### src/rtl/instruction_fetch_unit.sv
// Fetch front-end: owns the PC, runs the req/ack handshake to instruction memory and
// feeds the IF/ID register from a 2-entry queue. Define FETCH_PERF_CNT_EN for perf counters.
`timescale 1ns/1ps
module instruction_fetch_unit #(
  parameter logic [31:0] RESET_PC = 32'h00000000
) (
  input  logic        Clk,
  input  logic        Reset,
  input  logic        PCWrite,
  input  logic        PCSrc,
  input  logic [31:0] BranchTarget,
  output logic        IMemReq,
  output logic [31:0] IMemAddr,
  input  logic        IMemAck,
  input  logic [31:0] IMemData,
  output logic [31:0] Instruction,
  output logic [31:0] PC,
  output logic        FetchValid,
`ifdef FETCH_PERF_CNT_EN
  output logic [31:0] StallCycles,
  output logic [31:0] FlushCount,
`endif
  output logic        IF_Flush
);

  typedef enum logic [1:0] {
    S_REQ,
    S_WAIT,
    S_HOLD,
    S_DRAIN
  } state_t;

  state_t      state, state_next;
  logic [31:0] pc_reg, pc_next;
  logic [31:0] drain_addr, drain_addr_next;
  logic [31:0] target_aligned;

  logic [31:0] head_instr, head_pc4, tail_instr, tail_pc4;
  logic        head_valid, tail_valid;
  logic [31:0] head_instr_next, head_pc4_next, tail_instr_next, tail_pc4_next;
  logic        head_valid_next, tail_valid_next;

  logic        if_flush_reg;
  logic        fetching, pop, push;
  logic [1:0]  count, count_after_pop, count_after_push;

  assign target_aligned   = BranchTarget & 32'hFFFF_FFFC;
  assign fetching         = (state == S_REQ) || (state == S_WAIT);
  assign pop              = PCWrite && head_valid;
  // Data arriving in DRAIN, or in the same cycle as a redirect, belongs to the dead path.
  assign push             = IMemAck && fetching && !PCSrc;
  assign count            = {1'b0, head_valid} + {1'b0, tail_valid};
  assign count_after_pop  = count - {1'b0, pop};
  assign count_after_push = count_after_pop + {1'b0, push};

  // Next-state, PC and abandoned-address bookkeeping; a redirect overrides everything else.
  always_comb begin
    state_next      = state;
    pc_next         = pc_reg;
    drain_addr_next = drain_addr;
    if (PCSrc) begin
      pc_next = target_aligned;
      if (state == S_DRAIN) begin
        state_next = IMemAck ? S_REQ : S_DRAIN;
      end else if (fetching && !IMemAck) begin
        state_next      = S_DRAIN;
        drain_addr_next = pc_reg;
      end else begin
        state_next = S_REQ;
      end
    end else begin
      case (state)
        S_REQ, S_WAIT: begin
          if (IMemAck) begin
            pc_next    = pc_reg + 32'd4;
            state_next = (count_after_push <= 2'd1) ? S_REQ : S_HOLD;
          end else begin
            state_next = S_WAIT;
          end
        end
        S_HOLD: begin
          if (pop) state_next = S_REQ;
        end
        S_DRAIN: begin
          if (IMemAck) state_next = S_REQ;
        end
        default: state_next = S_REQ;
      endcase
    end
  end

  // Queue update: pop shifts the skid entry forward, then a push fills the first free slot.
  always_comb begin
    head_instr_next = head_instr;
    head_pc4_next   = head_pc4;
    head_valid_next = head_valid;
    tail_instr_next = tail_instr;
    tail_pc4_next   = tail_pc4;
    tail_valid_next = tail_valid;
    if (PCSrc) begin
      head_valid_next = 1'b0;
      tail_valid_next = 1'b0;
    end else begin
      if (pop) begin
        head_instr_next = tail_instr;
        head_pc4_next   = tail_pc4;
        head_valid_next = tail_valid;
        tail_valid_next = 1'b0;
      end
      if (push) begin
        if (!head_valid_next) begin
          head_instr_next = IMemData;
          head_pc4_next   = pc_reg + 32'd4;
          head_valid_next = 1'b1;
        end else begin
          tail_instr_next = IMemData;
          tail_pc4_next   = pc_reg + 32'd4;
          tail_valid_next = 1'b1;
        end
      end
    end
  end

  always_ff @(posedge Clk or posedge Reset) begin
    if (Reset) begin
      state        <= S_REQ;
      pc_reg       <= RESET_PC;
      drain_addr   <= '0;
      head_instr   <= '0;
      head_pc4     <= '0;
      head_valid   <= 1'b0;
      tail_instr   <= '0;
      tail_pc4     <= '0;
      tail_valid   <= 1'b0;
      if_flush_reg <= 1'b0;
    end else begin
      state        <= state_next;
      pc_reg       <= pc_next;
      drain_addr   <= drain_addr_next;
      head_instr   <= head_instr_next;
      head_pc4     <= head_pc4_next;
      head_valid   <= head_valid_next;
      tail_instr   <= tail_instr_next;
      tail_pc4     <= tail_pc4_next;
      tail_valid   <= tail_valid_next;
      if_flush_reg <= PCSrc;
    end
  end

`ifdef FETCH_PERF_CNT_EN
  always_ff @(posedge Clk or posedge Reset) begin
    if (Reset) begin
      StallCycles <= '0;
      FlushCount  <= '0;
    end else begin
      if (head_valid && !PCWrite && (StallCycles != 32'hFFFF_FFFF))
        StallCycles <= StallCycles + 32'd1;
      if (PCSrc && (FlushCount != 32'hFFFF_FFFF))
        FlushCount <= FlushCount + 32'd1;
    end
  end
`endif

  // Request is gated by Reset so an abandoned fetch disappears without waiting for a clock.
  assign IMemReq     = (state != S_HOLD) && !Reset;
  assign IMemAddr    = (state == S_DRAIN) ? drain_addr : pc_reg;
  assign FetchValid  = head_valid;
  assign Instruction = head_valid ? head_instr : 32'h0;
  assign PC          = head_valid ? head_pc4 : 32'h0;
  assign IF_Flush    = if_flush_reg;

endmodule

### config.mk
export PLATFORM = sky130hd
export DESIGN_NAME = instruction_fetch_unit
export DESIGN_NICKNAME = d
export VERILOG_FILES = /design/src/rtl/instruction_fetch_unit.sv
export SDC_FILE = /design/constraint.sdc
export NUM_CORES = 1
export LEC_CHECK = 0
export ABC_CLOCK_PERIOD_IN_PS = 16100
export CORE_ASPECT_RATIO = 2
export CORE_MARGIN = 1.5
export CORE_UTILIZATION = 58
export CTS_CLUSTER_SIZE = 40
export DETAILED_ROUTE_END_ITERATION = 16
export PLACE_DENSITY = 0.87
export RECOVER_POWER = 50
export SYNTH_ARGS = -nofsm -noshare
export SYNTH_HDL_FRONTEND = slang
export SYNTH_SLANG_ARGS = --single-unit
### constraint.sdc
create_clock -name Clk -period 16.1 [get_ports Clk]
set_clock_uncertainty 0.1 [all_clocks]
set_input_delay 4.025 -clock Clk [delete_from_list [all_inputs] [get_ports Clk]]
set_output_delay 4.025 -clock Clk [all_outputs]
set_load 0.05 [all_outputs]
==> Word level (Yosys, flattened, before mapping) <==
Index checks and enable logic that the tools add are counted.
{ "totals": {"regBits": 197, "input_bits": 69, "out_inout_bits": 99, "word_cells": 69} }
{ "classes": {"add_sub_neg": 4, "magnitude_cmp": 1, "eq_ne": 6, "n_mux": 29, "n_bitwise": 2, "reduce_logical": 17} }
{ "ops": {"columns": ["operator", "n"], "rows": [
  ["$mux 32", 12],
  ["$add 32x3->32 const B", 1],
  ["$mux 2", 8],
  ["$mux 1", 8],
  ["$ne 3x3->1 const B", 2],
  ["$pmux 2 s3", 1],
  ["$reduce_and 3->1", 2],
  ["$logic_and 1x1->1", 5],
  ["$eq 2x2->1 const B", 2],
  ["$reduce_and 2->1", 2],
  ["$reduce_bool 2->1", 2],
  ["$logic_not 1->1", 3],
  ["$add 1x1->2", 1],
  ["$add 2x1->2", 1],
  ["$eq 2x1->1 const B", 1],
  ["$le 2x1->1 const B", 1],
  ["$logic_not 2->1", 1],
  ["$ne 2x2->1 const B", 1],
  ["$not 1->1", 2],
  ["$reduce_or 2->1", 1],
  ["$sub 2x1->2", 1],
  ["$logic_or 1x1->1", 1]
]} }

==> Depth between registers and ports, before layout <==
{ "logic_depth": {"depth_word": 10, "depth_mapped": 9, "ltp_nobuf": 9} }

==> Worst setup path before layout <==
Ideal clock, no wire load.
{ "synth_timing": {"kind": "input to output", "start": "in Reset", "end": "out IMemReq", "t_arrival_ns": 4.679, "required_ns": 11.975, "setup_slack_ns": 7.296, "stages": 1, "n_path_buf": 0, "path_cell_list": "nor2_1"} }
{ "synth_via": {"elab_chain_cells": 2} }
{ "synth_rtl": {"columns": ["element", "line", "text"], "rows": [
  ["start, declared", "8", "input logic Reset,"],
  ["$logic_not 1->1", "165", "assign IMemReq = (state != S_HOLD) && !Reset;"],
  ["$logic_and 1x1->1", "165", null],
  ["end, declared", "12", "output logic IMemReq,"]
]} }
Every way passes these cells.

==> metrics.txt <==
outcome=finished with violations; failing checks=capacitance limit, slew limit; worst min-delay path class=reg2reg; DPL Wire Length=14.1 mm; CTS max path bufs=2; Leakage Power=5.08 nW; placed insts=between 1000 and 1500; VDD IR max=between 80 and 90 uV; via count=6961; post-layout util=72.5%; P&R area growth vs syn=22.5%; Worst Path Max Fanout=119; Antenna Nets Post-Route=0; pre-CTS setup slack=6.54 ns; Synth Register Bits=191; first-pass GRT wire length=around 33 mm; die width=between 90 and 100 um; r2r endpoint=head_pc4[28]$_DFFE_PP0N_; hold path depth=2; post-cts hold buffer count=0; Pre-antenna DRT Iters=5; pin count of the biggest net entering global routing=120; PwrDens=128 nW/um2; Max Freq=93.0 MHz; Tmin final=10.76 ns; Worst Path Required=15.70 ns; Remaining Overflow, GRT=0; critical path launch point type=primary input; Reg clk slew, reported paths=approximately 0.070 ns; clock sink total=between 150 and 200; reg2reg path depth=5; Synth Instances=around 920; final instance area=11700 um2; buffers and inverters on the worst path=3; r2r setup slk=10.00 ns; Die H=~180 um; All-Layer GR Usage=approximately a quarter; worst hold slack=0.374 ns; drt drc=0; CP endpoint kind=asynchronous set/reset pin; gp weighted congestion=0.864; Avg Synthesized Cell Area=around 10 um2; final worst slack=5.34 ns; CTS Root Buffer Type=clkbuf_16; worst skew pair latency=between 0.4 and 0.5 ns; diodes inserted=0; post-synthesis sequential area ratio=49.9%; CP max stage delay=~2.9 ns; Final setup viols=0; final period utilization=66.8%; Layout Cells excl Fill=1246; wire length per cell=approximately 17 um; worst rel slew slack=-259%; slowest CP cell=clkinvlp_2; WL final=20.9 mm; Placement Rows=66; CTS buffer count=17; CP Data Arrival Time=10.36 ns; CTS resizes=0; RSZ-0062 raised after global routing=no; Post-CTS Setup Bufs=0; cells along the critical path=dlygate4sd3_1, clkinvlp_2, clkbuf_1; antenna violations before repair=0; Distinct cells, synth=42; io pins=168; Setup CP Type=in2async; Starting Density=59.2%; vias per inst=5.59; CP top delay family=buffers and inverters; DIE AREA=about 17000 um2; Pwr Total=1.50 mW; synthesized area=9580 um2; biggest regs=head_instr (32), head_pc4 (32), tail_instr (32); layout net count=~1100; port buffer count=about 160; vias in the first global route=6814; share of cells above drive strength 1=16.2%; Ys Warns=0; TritonCTS clock tree=done; DR iter-0 viols=278; H-tree levels=4; CORE AREA=16200 um2; Least-Margin Pin Slew=5.39 ns; Max-Cap Viols=5; total negative setup slack=0 ns; Critical R2R Launch=FetchValid$_DFF_PP0_; Slew Viols, Final=359; hold path endpoint=tail_pc4[18]$_DFFE_PP0P_; Hold Vio Cnt, Final=0; DP Area=11200 um2; hold path start=tail_pc4[18]$_DFFE_PP0P_
cell type report:
cell class / instances / area [um2]
flip-flops and latches: 191 / 4780
multi-input cells: 646 / 4460
fillers: 1229 / 4450
repair buffers: 168 / 1650
clock buffers: 18 / 439
well taps: 204 / 255
clock inverters: 14 / 129
inverters: 5 / 20.0
power breakdown:
part | switching [mW] | internal (mW) | total, mW
clock | 0.189 | 0.220 | 0.409
sequential | 0.0777 | 0.605 | 0.682
combinational | 0.221 | 0.184 | 0.405
layout by cell type (no fill, tap or decap), types with 2 or more instances in the layout:
master / instances
nand2b_1: 2
dfrtp_1: 190
and2_2: 2
and4_1: 5
nand4_1: 8
xor2_1: 25
a22oi_1: 2
nor2b_1: 2
xnor2_1: 33
inv_6: 7
clkdlybuf4s50_1: 159
clkbuf_16: 17
nand2_1: 108
nor3_1: 7
mux2_2: 124
nand3_1: 21
clkinv_2: 3
buf_4: 2
nor2_1: 48
and2_1: 65
clkbuf_1: 3
conb_1: 2
and3_1: 11
dlygate4sd3_1: 3
nor4_1: 7
ha_1: 4
inv_1: 4
o21ai_1: 3
or3_1: 2
clkinvlp_4: 3
o21ai_0: 88
mux2i_1: 34
a21oi_1: 30
worst max path at each step:
stage / from / endpoint / slack, ns / cells past startpoint
floorplan: Reset / FetchValid$_DFF_PP0_ / 6.78 / 1
global placement: Reset / IMemReq / 6.56 / 3
detailed placement: Reset / IMemReq / 6.54 / 3
CTS: Reset / IMemReq / 6.53 / 3
global route: Reset / tail_pc4[26]$_DFFE_PP0P_ / 3.75 / 3
finish: Reset / head_pc4[26]$_DFFE_PP0N_ / 5.34 / 3
worst reg2reg max path: cells and delay by family, from the launching register on:
kind               cells  cell delay, ns
muxes                  1            0.73
and+or+nand+nor        3            4.26
AOI/OAI and AO/OA      1            0.15
DFF                    1            0.79
synthesized netlist by cell type:
master | n | area, um2
and4_1 | 5 | 43.8
buf_1 | 1 | 3.75
nor3b_1 | 1 | 7.51
nand3_1 | 22 | 110
or2_2 | 1 | 6.26
mux2i_1 | 34 | 340
dfrtp_1 | 191 | 4780
o22ai_1 | 1 | 6.26
a2bb2oi_1 | 1 | 8.76
or4_1 | 1 | 7.51
nand4_4 | 1 | 21.3
a22oi_1 | 2 | 15.0
a21oi_1 | 30 | 150
ha_1 | 4 | 50.1
xnor2_1 | 33 | 289
conb_1 | 1 | 3.75
and3_2 | 1 | 7.51
nand2b_1 | 2 | 12.5
clkbuf_1 | 42 | 158
nor4bb_1 | 1 | 10.0
xor2_1 | 25 | 219
and2_1 | 65 | 407
nor3_1 | 7 | 35.0
mux2_2 | 124 | 1400
nand4_1 | 8 | 50.1
nor4_1 | 7 | 43.8
or4_4 | 1 | 11.3
nand3_2 | 1 | 10.0
and2_2 | 2 | 15.0
buf_4 | 6 | 45.0
and4b_1 | 1 | 10.0
inv_1 | 5 | 18.8
a211oi_1 | 1 | 7.51
nor2_1 | 48 | 180
or3_1 | 2 | 12.5
nand2_1 | 108 | 405
o21ai_0 | 86 | 430
nor2b_1 | 2 | 12.5
o21ai_1 | 5 | 25.0
and3_1 | 11 | 68.8
buf_6 | 2 | 22.5
buf_2 | 25 | 125
per-layer routing:
| metal | vias up | track usage [%] | share of wire, % | wire, um |
|---|---|---|---|---|
| met5 | - | 0 | 0 | 0 |
| met4 | 0 | 13.0 | 4.4 | 915 |
| li1 | 3332 | - | - | - |
| met2 | 220 | 43.0 | 52 | 10900 |
| met3 | 54 | 4.19 | 3.9 | 818 |
| met1 | 3355 | 28.9 | 40 | 8310 |
cells by family after synthesis:
kind of cell               share of synthesized area, %
and+or+nand+nor                                    15.5
DFF                                                49.9
muxes                                              18.1
AOI/OAI and AO/OA                                  6.71
buffers and inverters                              3.89
xor gates and xnor gates                           5.30
adders and majority gates                         0.522
other                                            0.0391
Note: power is estimated with default switching activity, not from simulation.
